**src/rtl/euler_integrator_bank.sv**
```systemverilog
// euler_integrator_bank
//   Multi-channel, time-multiplexed forward-Euler integrator.
//   Each channel computes x_k(n+1) = x_k(n) + (f_k >>> dt). A step request
//   walks the channels one per cycle through a single shared adder/saturator.
//   The derivative of channel func_sel is read from func_in in the same
//   cycle. Results are collected in shadow registers and committed together,
//   so every derivative is evaluated on state n.
//
// Ports
//   clock      : system clock, rising edge
//   reset      : synchronous, active-high reset
//   dt         : step size as an arithmetic right-shift count, latched on step accept
//   init_en    : load all states from init_flat (IDLE only), clears sat_flag
//   init_flat  : initial values, channel k at [k*WIDTH +: WIDTH]
//   step       : request one Euler step of all channels
//   func_in    : derivative of the channel addressed by func_sel
//   func_sel   : channel whose derivative is currently required
//   x_flat     : committed state, same packing as init_flat
//   busy       : step in progress
//   done       : one-cycle pulse when a new state is committed
//   sat_flag   : sticky overflow indicator (saturated or wrapped)
module euler_integrator_bank #(
   parameter int WIDTH    = 18,
   parameter int CHANNELS = 3,
   parameter int DT_W     = 4,
   parameter int SAT      = 1,
   parameter int SEL_W    = 2
) (
   input  logic                       clock,
   input  logic                       reset,
   input  logic [DT_W-1:0]            dt,
   input  logic                       init_en,
   input  logic [CHANNELS*WIDTH-1:0]  init_flat,
   input  logic                       step,
   input  logic signed [WIDTH-1:0]    func_in,
   output logic [SEL_W-1:0]           func_sel,
   output logic [CHANNELS*WIDTH-1:0]  x_flat,
   output logic                       busy,
   output logic                       done,
   output logic                       sat_flag
);

   typedef enum logic [1:0] {IDLE, ACCUM, COMMIT} state_t;

   state_t                  state, state_nx;
   logic [SEL_W-1:0]        cnt;
   logic [DT_W-1:0]         dt_r;
   logic signed [WIDTH-1:0] x_r    [CHANNELS];
   logic signed [WIDTH-1:0] shadow [CHANNELS];

   logic signed [WIDTH-1:0] x_sel;
   logic signed [WIDTH-1:0] inc;
   logic        [WIDTH:0]   sum;
   logic                    ovf;
   logic signed [WIDTH-1:0] upd;
   logic                    last_ch;

   assign last_ch = (cnt == SEL_W'(CHANNELS-1));

   // next-state and select output
   always_comb begin
      state_nx = state;
      func_sel = '0;
      case (state)
         IDLE:    if (!init_en && step) state_nx = ACCUM;
         ACCUM: begin
            func_sel = cnt;
            if (last_ch) state_nx = COMMIT;
         end
         COMMIT:  state_nx = IDLE;
         default: state_nx = IDLE;
      endcase
   end

   // shared adder / saturator; sum carries one guard bit so overflow is
   // visible as a mismatch between the two top bits
   always_comb begin
      x_sel = x_r[cnt];
      inc   = func_in >>> dt_r;
      sum   = {x_sel[WIDTH-1], x_sel} + {inc[WIDTH-1], inc};
      ovf   = sum[WIDTH] ^ sum[WIDTH-1];
      upd   = sum[WIDTH-1:0];
      if (ovf && (SAT != 0)) begin
         if (sum[WIDTH]) upd = {1'b1, {(WIDTH-1){1'b0}}};
         else            upd = {1'b0, {(WIDTH-1){1'b1}}};
      end
   end

   always_ff @(posedge clock) begin
      if (reset) begin
         state    <= IDLE;
         cnt      <= '0;
         dt_r     <= '0;
         busy     <= 1'b0;
         done     <= 1'b0;
         sat_flag <= 1'b0;
         for (int unsigned k = 0; k < CHANNELS; k++) begin
            x_r[k]    <= '0;
            shadow[k] <= '0;
         end
      end else begin
         state <= state_nx;
         done  <= 1'b0;
         case (state)
            IDLE: begin
               if (init_en) begin
                  sat_flag <= 1'b0;
                  for (int unsigned k = 0; k < CHANNELS; k++)
                     x_r[k] <= init_flat[k*WIDTH +: WIDTH];
               end else if (step) begin
                  dt_r <= dt;
                  cnt  <= '0;
                  busy <= 1'b1;
               end
            end
            ACCUM: begin
               shadow[cnt] <= upd;
               if (ovf) sat_flag <= 1'b1;
               cnt <= cnt + 1'b1;
            end
            COMMIT: begin
               for (int unsigned k = 0; k < CHANNELS; k++)
                  x_r[k] <= shadow[k];
               done <= 1'b1;
               busy <= 1'b0;
            end
            default: ;
         endcase
      end
   end

   always_comb begin
      x_flat = '0;
      for (int unsigned k = 0; k < CHANNELS; k++)
         x_flat[k*WIDTH +: WIDTH] = x_r[k];
   end

endmodule

```
**config.mk**
```make
export PLATFORM = sky130hd
export DESIGN_NAME = euler_integrator_bank
export DESIGN_NICKNAME = d
export VERILOG_FILES = /design/src/rtl/euler_integrator_bank.sv
export SDC_FILE = /design/constraint.sdc
export NUM_CORES = 1
export LEC_CHECK = 0
export CORE_AREA = 2 2 113 115
export DETAILED_ROUTE_END_ITERATION = 16
export DIE_AREA = 0 0 115 117
export PLACE_DENSITY = 0.85
export SYNTH_ARGS = -nofsm -noshare
export SYNTH_HDL_FRONTEND = slang
export SYNTH_SLANG_ARGS = --single-unit
```
**constraint.sdc**
```tcl
create_clock -name clock -period 10.7 [get_ports clock]
set_clock_uncertainty 0.1 [all_clocks]
set_input_delay 1.07 -clock clock [delete_from_list [all_inputs] [get_ports clock]]
set_output_delay 1.07 -clock clock [all_outputs]
set_load 0.02 [all_outputs]
```
# == Word-level counts from Yosys, hierarchy flattened ==
# Memories as Yosys holds them, arrays and structs flattened. A register that Yosys moved wholly into a read port is not among the register bits.
# Index checks and enable logic that the tools add are counted.
# word_totals
reg_bits,11
latch_bits,0
ramBits,108
rom_bits,0
in_bits,80
output_inout_bits,59
wordCells,77
mem_count,2
# mem_list
memory,depth,word_bits,rd,rd_ports_with_merged_regs,wr,line,rtl
shadow,3,18,3,0,3,49,logic signed [WIDTH-1:0] shadow [CHANNELS];
x_r,3,18,4,1,3,48,logic signed [WIDTH-1:0] x_r [CHANNELS];
# classes
n_addsub,2
n_mul,0
div_mod_pow,0
magnitude_cmp,0
n_eq_ne,9
n_shift,1
mux,38
bitwise,8
n_reduce_logical,11
# op_table
op,count
18-bit two-way mux,9
18-bit by 18-bit adder with 19-bit output,1
18-bit OR reduction,1
18-bit by 4-bit >>> shifter with 18-bit output,1
1-bit two-way mux,17
2-bit two-way mux,8
2-bit != test (second input constant),6
3-bit AND reduction,4
2-bit one-hot mux with 2 select lines,2
1-bit bitwise OR,6
2-bit == test (second input constant),2
1-bit one-hot mux with 2 select lines,2
2-bit nonzero test,2
2-bit by 1-bit adder with 2-bit output (second input constant),1
2-bit by 1-bit == test with 1-bit output (second input constant),1
2-bit logical NOT,1
2-bit AND reduction,1
1-bit logical AND,1
1-bit logical NOT,1
1-bit inverter,1
1-bit XOR,1

# == Logic depth before layout (Yosys ltp) ==
# logic_depth
ltp_word,6
ltp_mapped,18
ltp_nobuf,16

# == Worst setup path after synthesis ==
# No wires, ideal clock.
# synth_path
path_kind,input -> register
startpoint,in init_en
endpoint,mem x_r[0][0] (enable)
setup_ns,0.540
arrival_time_ns,4.910
t_required_ns,10.060
path_slack_ns,5.150
cell_stages,2
path_buffers,0
path_cell_list,nor2_1 o21ai_0
# synth_lines
item,line,rtl
start: declaration,32,"input logic init_en,"
end: declaration,48,

==> flow_summary.json <==
{
  "ant_nets": 0,
  "place_inst": 847,
  "synth_top_flop_cell": "sky130_fd_sc_hd__edfxtp_1",
  "regToRegSetupSlack_ns": 5.73,
  "category_of_the_worst_setup_path_launch_point": "primary input",
  "highest-signal-layer": "met4",
  "cp-endpoint": "shadow[1][4]",
  "r2r_cells": 15,
  "cts_post_setup_buffers_inserted": 0,
  "timing.slew.headroom_pct": 21.6,
  "cts_max_level": 4,
  "number_of_flops_mapped_to_enable_cells_by_yosys": 108,
  "synth_largest_area_cell": "sky130_fd_sc_hd__edfxtp_1",
  "ios": 139,
  "timing_hold_violations_final": 0,
  "share_clk_of_total_power_pct": 38.0,
  "grt_pass1_vias": 5586,
  "cts_buffers": 17,
  "worst_skew_pair.late_latency_ns": 0.42,
  "die_x_um": 115,
  "portBuffers": 138,
  "worstMarginPinSlew_ns": 1.17,
  "post-route-drc-count": 0,
  "cts_sinks": 121,
  "parity_gate_share_of_the_synthesized_area_counting_xor_and_xnor_cells_pct": 2.21,
  "number_of_warnings_reported_in_the_yosys_synthesis_log": 0,
  "vdd.ir_drop.worst_mv": 0.107,
  "seq_area_frac_synth_pct": 52.0,
  "layout_min_cycle_time_ns": 5.18,
  "status": "finished, final reports clean",
  "ctsResizeCount": 0,
  "post-place-ws_ns": 5.29,
  "routabilityCongestion": 0.955,
  "cp.required_ns": 10.74,
  "cp_max_fo": 10,
  "cellLeakagePower_nw": 3.23,
  "cts.reportedPaths.clkPinSlew_ns": 0.06,
  "layout-area-overhead-vs-synth_pct": 30.5,
  "synthesized_nets": 700,
  "vias_per_cell": 6.48,
  "cts_tree": "yes",
  "cts_hold_buf": 0,
  "timing.setup.tns_ns": 0,
  "setup.worst_path.class": "in2reg",
  "post_synth_fa_ha_maj_area_fraction_pct": 4.52,
  "wire_length_of_the_first_global_routing_pass_um": 30100,
  "r2r_start": "dt_r[0]",
  "maxCapViolations": 0,
  "synth_cells": 598,
  "grt_start_max_net_pins": 39,
  "synth_top_area_share_pct": 48.2,
  "ys_async_sr_fraction_pct": 0,
  "grt_antenna_before_repair": 0,
  "finish.cell_count_without_fillers": 879,
  "hp-class": "reg2reg",
  "power_frac_seq_pct": 36.6,
  "rows": 41,
  "clockRootBuffer": "sky130_fd_sc_hd__clkbuf_16",
  "post-synth-top-count-cell": "sky130_fd_sc_hd__edfxtp_1",
  "detailedRoute.firstIterationViolations": 734,
  "crit-reg2reg-capture": "shadow[1][4]",
  "postSynthAreaPerCell_um2": 11.3,
  "grt_setup_unrepaired": "no",
  "setup.worst_path.end_class": "flip-flop",
  "groute.usage.overall_pct": 30.1,
  "met3WireLength_um": 1950,
  "globalRouteOverflowTotal": 0,
  "comb_power_share_pct": 25.5,
  "synth_top_cells_by_count": "sky130_fd_sc_hd__edfxtp_1, sky130_fd_sc_hd__a22o_1, sky130_fd_sc_hd__nand2_1",
  "syn-cell-area_um2": 6730,
  "die-area_um2": 13500,
  "combinational_family_with_the_most_area_after_synthesis": "compound AO/OA/AOI/OAI gates",
  "intPower_mw": 1.08,
  "total_nets_final": 818,
  "synth_simple_gate_area_share_pct": 8.75,
  "drive_above_1_share_pct": 8.78,
  "wl_per_cell_um": 22.7,
  "synth.mux.area_fraction_pct": 9.07,
  "cellPowerDensity_nw_per_um2": 179,
  "achievable-frequency_mhz": 193,
  "initial_utilization_pct": 54.7,
  "netlist-cell-type-count": 57,
  "n_antenna_cell": 0,
  "ys_ff_latch": 121,
  "route.met2.wl_um": 9840,
  "cts_buffer_depth": 2,
  "post-route-worst-setup-slack_ns": 5.52,
  "dp.final_hpwl_um": 14200,
  "setup-violations-final": 0,
  "core_region_area_um2": 12300,
  "drt-met1-wl_um": 7550,
  "final_max_slew_viol_count": 0,
  "synth-compound-area-share_pct": 19.8,
  "power_switching_share_pct": 31.4,
  "worstSetupStartpoint": "func_in[15]",
  "ys_top_cells_by_area": "sky130_fd_sc_hd__edfxtp_1, sky130_fd_sc_hd__a22o_1, sky130_fd_sc_hd__mux2i_1, sky130_fd_sc_hd__ha_1, sky130_fd_sc_hd__dfxtp_1",
  "timing.critical_path.arrival_ns": 5.22,
  "die_height_um": 117,
  "power.switching_mw": 0.495,
  "final_min_period_over_clock_period_pct": 48.4,
  "num_vias": 5696,
  "final_routed_wirelength_across_all_metal_layers_um": 20000,
  "drtPass1Iterations": 5
}
[power groups by stage]
stage          clock network, mW  registers [mW]  logic, mW
6_report                   0.598           0.577      0.401
2_1_floorplan                  0           0.595      0.222
3_5_place_dp                   0           0.585      0.380
5_1_grt                    0.620           0.579      0.424
4_1_cts                    0.597           0.576      0.390
3_3_place_gp                   0           0.584      0.370
[kinds of logic (layout without fill, tap and decap cells)]
family,count (synthesis),in the layout
flip-flops,121,121
AO/OA/AOI/OAI,197,197
XOR/XNOR,17,17
adder cells (fa/ha/maj),24,24
AND/OR/NAND/NOR,131,131
multiplexers,49,49
buffers and inverters,59,190
[cells in the final DEF, fill, tap and decap left out, types with 15 or more instances in the layout]
cell type,n
sky130_fd_sc_hd__clkbuf_16,17
sky130_fd_sc_hd__ha_1,21
sky130_fd_sc_hd__mux2i_1,36
sky130_fd_sc_hd__nand2_1,46
sky130_fd_sc_hd__edfxtp_1,108
sky130_fd_sc_hd__o21ai_0,28
sky130_fd_sc_hd__inv_1,15
sky130_fd_sc_hd__clkdlybuf4s50_1,138
sky130_fd_sc_hd__a21oi_1,31
sky130_fd_sc_hd__o21ai_1,35
sky130_fd_sc_hd__a22o_1,54
sky130_fd_sc_hd__nor2_1,43
[per-stage QoR]
stage	util, %	instance area (um^2)	total power [mW]	hold slack [ns]
5_1_grt	71.4	8790	1.62	0.462
2_1_floorplan	-	6730	0.817	0.418
6_report	71.4	8790	1.58	0.440
4_1_cts	71.4	8790	1.56	0.440
3_3_place_gp	66.3	8170	0.953	0.421
3_5_place_dp	66.3	8170	0.965	0.426
[critical path, stage by stage]
cell	delay (ns)
sky130_fd_sc_hd__clkdlybuf4s50_1	0.47
sky130_fd_sc_hd__mux4_2	0.52
sky130_fd_sc_hd__nand2_1	0.08
sky130_fd_sc_hd__o21ai_0	0.12
sky130_fd_sc_hd__nand2_1	0.12
sky130_fd_sc_hd__o21ai_0	0.12
sky130_fd_sc_hd__ha_1	0.26
sky130_fd_sc_hd__fa_1	0.44
sky130_fd_sc_hd__a211oi_2	0.24
sky130_fd_sc_hd__o21ai_1	0.15
sky130_fd_sc_hd__a31oi_1	0.32
sky130_fd_sc_hd__o21a_2	0.26
sky130_fd_sc_hd__nand2_1	0.11
sky130_fd_sc_hd__mux2i_2	0.37
sky130_fd_sc_hd__or2_1	0.43
sky130_fd_sc_hd__o21ai_1	0.15
[area by class of cell]
type	instances	area, um^2
Sequential cell	121	3500
Multi-Input combinational cell	418	3010
Fill cell	840	3530
Tap cell	150	188
Clock inverter	15	193
Timing Repair Buffer	142	1410
Clock buffer	17	425
Inverter	16	60.1
[routing by layer]
layer	vias up	global-route usage, %
met5	-	0
met4	0	10.8
met3	51	7.62
met2	380	50.9
met1	2747	37.9
li1	2518	-
[sequential cells by signal, summed over array words and instances (netlist names), named ones only]
| register | count |
|---|---|
| shadow | 54 |
| dt_r | 4 |
| sat_flag | 1 |
| state | 2 |
| x_r | 54 |
| done | 1 |
| busy | 1 |
| cnt | 2 |
[worst min path at each step]
stage                   from  slack [ns]  cells after the start    endpoint
3_3_place_gp        sat_flag        0.42                      2    sat_flag
2_1_floorplan   shadow[0][0]        0.42                      1   x_r[0][0]
5_1_grt        shadow[0][15]        0.46                      1  x_r[0][15]
6_report       shadow[0][11]        0.44                      1  x_r[0][11]
4_1_cts        shadow[0][11]        0.44                      1  x_r[0][11]
3_5_place_dp   shadow[0][11]        0.43                      1  x_r[0][11]
No activity file was read; power rests on OpenSTA's default activity.
==> patch 1 (config.mk and constraints unchanged) <==
The 3 states of `state_t` get a one-hot encoding in 3 bits.
--- a/src/rtl/euler_integrator_bank.sv
+++ b/src/rtl/euler_integrator_bank.sv
@@ -40,7 +40,7 @@
    output logic                       sat_flag
 );
 
-   typedef enum logic [1:0] {IDLE, ACCUM, COMMIT} state_t;
+   typedef enum logic [2:0] {IDLE = 3'b001, ACCUM = 3'b010, COMMIT = 3'b100} state_t;
 
    state_t                  state, state_nx;
    logic [SEL_W-1:0]        cnt;
Check against the original RTL: no difference found for any inputs over 4 cycles, from zero or initial values and one cycle with reset high; so few cycles prove little.
==> patch 1 against the unedited design <==
- design area increased by 2.2%
- count of clock-buffer cells in the layout increased by 2
- maximum frequency decreased by 7.7%
- combinational power decreased by 13%
- first-iteration DRC count increased by 3.7%
- worst setup slack got worse by 430 ps
- sequential cell count increased by 1
- largest power group is now registers
- power decreased by 7.8%
- synthesized area increased by 4.9%
- highest routed layer unchanged
- routed wire length increased by 3.1%
- register-to-register slack got worse by 350 ps
==> patch 1: results (changes against the unedited design) <==
[outcome]
outcome = complete, no violations  ; unchanged

[finish]
fill_cells = 886  ; was 840
finalNonFillerCells = 913  ; was 879
drive_gt1_share_pct = 7.08  ; was 8.78%
finalNetCount = 855  ; was 818

[global_route]
grt.total_usage_pct = 31.4  ; was 30.1%
grt_max_degree = 52  ; was 39
grt_pass1_wl_microns = 31300  ; was 30100 microns
met1_usage_pct = 40.8  ; was 37.9%
gr-usage-met3_pct = 6.02  ; was 7.62%
grt_pass1_vias = 5694  ; was 5586
grt_use_met2_pct = 51.6  ; was 50.9%

[detailed_routing]
met1Wirelength_microns = 8020  ; was 7550 microns
routed_wl_microns = 20600  ; was 20000 microns
avgViaCountPerCell = 6.59  ; was 6.48
route.met3.wl_microns = 1800  ; was 1950 microns
met2_length_microns = 10000  ; was 9840 microns
drt_iter0_drc = 761  ; was 734

[place]
placed_area_sq_um = 8440  ; was 8170 sq um
place_hpwl_microns = 14700  ; was 14200 microns
placedCellCount = 884  ; was 847
place_congestion = 0.975  ; was 0.955
pre_cts_ws_ps = 4850  ; was 5290 ps

[critical_path]
cpPeakStageDelay_ps = 1020  ; was 520 ps
crit_arrival_ps = 5610  ; was 5220 ps
crit_slowest_cell = a21oi_4  ; was mux4_2
crit_path_max_fanout = 51  ; was 10

[pwr]
p_seq_uw = 567  ; was 577 uW
irDropWorstVdd_mv = 0.101  ; was 0.107 mV
p_per_area_nw_per_um2 = 162  ; was 179 nW/um^2
p_leak_nw = 3.29  ; was 3.23 nW
internal_power_mw = 1.02  ; was 1.08 mW
power_combinational_uw = 350  ; was 401 uW

[hold_path]
hp-class = flop to flop  ; unchanged

[yosys]
avgSynthCellArea_sq_um = 11.0  ; was 11.3 sq um
synth_commonest_cells = 108 x edfxtp_1, 72 x nand2_1, 54 x a22o_1  ; was 108 x edfxtp_1, 54 x a22o_1, 46 x nand2_1
synth_cell_type_count = 65  ; was 57
yosysSeqAreaShare_pct = 49.9  ; was 52.0%
synthTopCellsByArea = edfxtp_1 46%, a22o_1 6.7%, mux2i_1 5.4%  ; was edfxtp_1 48%, a22o_1 7.0%, mux2i_1 5.4%
yosysWarnings = 0  ; unchanged
syn_nets = 742  ; was 700

[timing]
tightest_slew_ps = 1260  ; was 1170 ps

## patch 1: cell types whose count changed in the layout (fill, tap and decap cells not counted), moves of 6 or more
cell	change
nand2_1	+26
o21ai_1	-28
inv_1	-6
nand2b_1	+6
o21ai_0	+22
xor2_1	-6
o31ai_1	+23
nor2_1	-18
## patch 1: kinds of logic after synthesis
| kind of cell | after synthesis | synth area share (%) |
|---|---|---|
| AOI/OAI and AO/OA | 220 | 22.1 |
| and+or+nand+nor | 157 | 10.3 |
| DFF | 122 | 49.9 |
| buffers and inverters | 61 | 4.00 |
| muxes | 49 | 8.58 |
| adders and majority gates | 22 | 4.00 |
| xor gates and xnor gates | 9 | 1.12 |
## patch 1: final cells by class
| type | instances | area, sq um | area share [%] |
|---|---|---|---|
| clock buffer | 19 | 433 | 4.82 |
| clock inverter | 10 | 105 | 1.17 |
| inverter | 12 | 45.0 | 0.502 |
| multi-input combinational | 457 | 3270 | 36.4 |
| sequential | 122 | 3520 | 39.2 |
| tap | 150 | 188 | 2.09 |
| timing repair buffer | 143 | 1420 | 15.8 |
## patch 1: path summary, 6_finish.rpt
kind                              from                     endpoint  slack, ps  cells past startpoint
hold reg to reg      busy$_SDFFE_PP0P_            busy$_SDFFE_PP0P_        430                      2
hold / removal       busy$_SDFFE_PP0P_            busy$_SDFFE_PP0P_        430                      2
setup reg to reg  dt_r[1]$_SDFFE_PP0P_  shadow[1][14]$_SDFFCE_PN0P_       5380                     13
setup / recovery           func_in[17]  shadow[1][14]$_SDFFCE_PN0P_       5090                     10
## patch 1: critical path, delay by kind of cell
family | cells | cell delay (ps)
multiplexers | 2 | 1050
adder cells (fa/ha/maj) | 1 | 360
AO/OA/AOI/OAI | 4 | 1840
buffers and inverters | 1 | 610
AND/OR/NAND/NOR | 2 | 670
==> patch 2 (same settings) <==
Made on the original files. The parameter `SEL_W` goes from 2 to 3.
--- a/src/rtl/euler_integrator_bank.sv
+++ b/src/rtl/euler_integrator_bank.sv
@@ -24,7 +24,7 @@
    parameter int CHANNELS = 3,
    parameter int DT_W     = 4,
    parameter int SAT      = 1,
-   parameter int SEL_W    = 2
+   parameter int SEL_W    = 3
 ) (
    input  logic                       clock,
    input  logic                       reset,
Ports: changed (resized func_sel); port bits go from 139 to 140. The function was not compared with the original's and may differ.
==> patch 2 against the unedited design <==
- via count up 3.2%
- cell count rose by 3.5%
- sequential cell count up 1
- sequential power barely moved
- routed wire length barely moved
- critical path depth fell by 5
- synthesized area rose by 4.4%
- worst setup slack got worse by 190 ps
- design area up 2.7%
- power is 2.8% lower
- combinational power up 1%
- highest routed layer unchanged
==> patch 2: results (changes against the unedited design) <==
[outcome]
outcome = complete, no violations  ; unchanged

[detailed_routing]
routedWlPerCell_microns = 22.0  ; was 22.7 microns
num_vias = 5876  ; was 5696
drt_iter0_drc = 633  ; was 734

[finish]
fill_cells = 872  ; was 840
finalNetCount = 850  ; was 818
drive_gt1_share_pct = 8.55  ; was 8.78%

[critical_path]
cpLargestDelayFamily = multiplexers  ; was compound AO/OA/AOI/OAI gates
r2r-start = dt_r[1]$_SDFFE_PP0P_  ; was dt_r[0]$_SDFFE_PP0P_
cp-startpoint = func_in[17]  ; was func_in[15]
crit_arrival_ps = 5410  ; was 5220 ps
reg2reg_slack_ps = 5540  ; was 5730 ps
r2r_cells = 14  ; was 15
crit_path_max_fanout = 27  ; was 10
crit_slowest_cell = clkdlybuf4s50_1  ; was mux4_2
cpPeakStageDelay_ps = 620  ; was 520 ps

[yosys]
yosysSeqAreaShare_pct = 50.1  ; was 52.0%
synth_cell_type_count = 61  ; was 57
syn_nets = 736  ; was 700

[place]
portBuffers = 139  ; was 138
placed_area_sq_um = 8460  ; was 8170 sq um
place_congestion = 0.952  ; was 0.955
place_hpwl_microns = 14400  ; was 14200 microns

[cts]
clock_path_buffers = 2  ; unchanged

[hold_path]
min_to = state[1]$_SDFFE_PP0P_  ; was x_r[0][11]$_DFFE_PP_
min_from = cnt[2]$_SDFFE_PP0P_  ; was shadow[0][11]$_SDFFCE_PN0P_

[timing]
timing.hold.ws_ps = 372  ; was 440 ps
tightest_slew_ps = 1270  ; was 1170 ps

[pwr]
p_leak_nw = 3.31  ; was 3.23 nW

[global_route]
grt_pass1_vias = 5554  ; was 5586
grt.total_usage_pct = 30.6  ; was 30.1%
grt_max_degree = 57  ; was 39
grt_pass1_wl_microns = 30800  ; was 30100 microns

-- patch 2: cell type report --
cell class	count	area (sq um)	area share [%]
inverters	8	30.0	0.333
multi-input cells	456	3310	36.7
clock buffers	20	437	4.84
well taps	150	188	2.08
flip-flops and latches	122	3520	39.0
clock inverters	12	124	1.37
repair buffers	142	1410	15.7
-- patch 2: per-layer routing --
metal | track usage (%) | vias up | routed length, microns
met5 | 0 | - | 0
met4 | 10.3 | 0 | 534
met3 | 5.51 | 41 | 1620
met2 | 51.8 | 357 | 9840
met1 | 40.2 | 2793 | 7990
li1 | - | 2685 | -
-- patch 2: through the flow --
stage / instances / worst slack [ps] / utilization (%)
2_1_floorplan: 633 / 6430 / -
3_3_place_gp: 878 / 5270 / 68.8
3_5_place_dp: 878 / 5100 / 68.8
4_1_cts: 910 / 5440 / 73.3
5_1_grt: 910 / 5210 / 73.3
6_report: 910 / 5330 / 73.3
-- patch 2: kinds of logic after synthesis --
family | Yosys count | share of synthesized area (%)
adder cells (fa/ha/maj) | 23 | 4.20
multiplexers | 50 | 8.77
AND/OR/NAND/NOR | 158 | 10.6
flip-flops | 122 | 50.1
AO/OA/AOI/OAI | 211 | 21.3
buffers and inverters | 55 | 3.27
XOR/XNOR | 14 | 1.74
-- patch 2: report_power, final --
group	switching, mW	internal [mW]	total, mW
Clock	0.209	0.341	0.550
Sequential	0.0234	0.555	0.578
Combinational	0.249	0.155	0.405
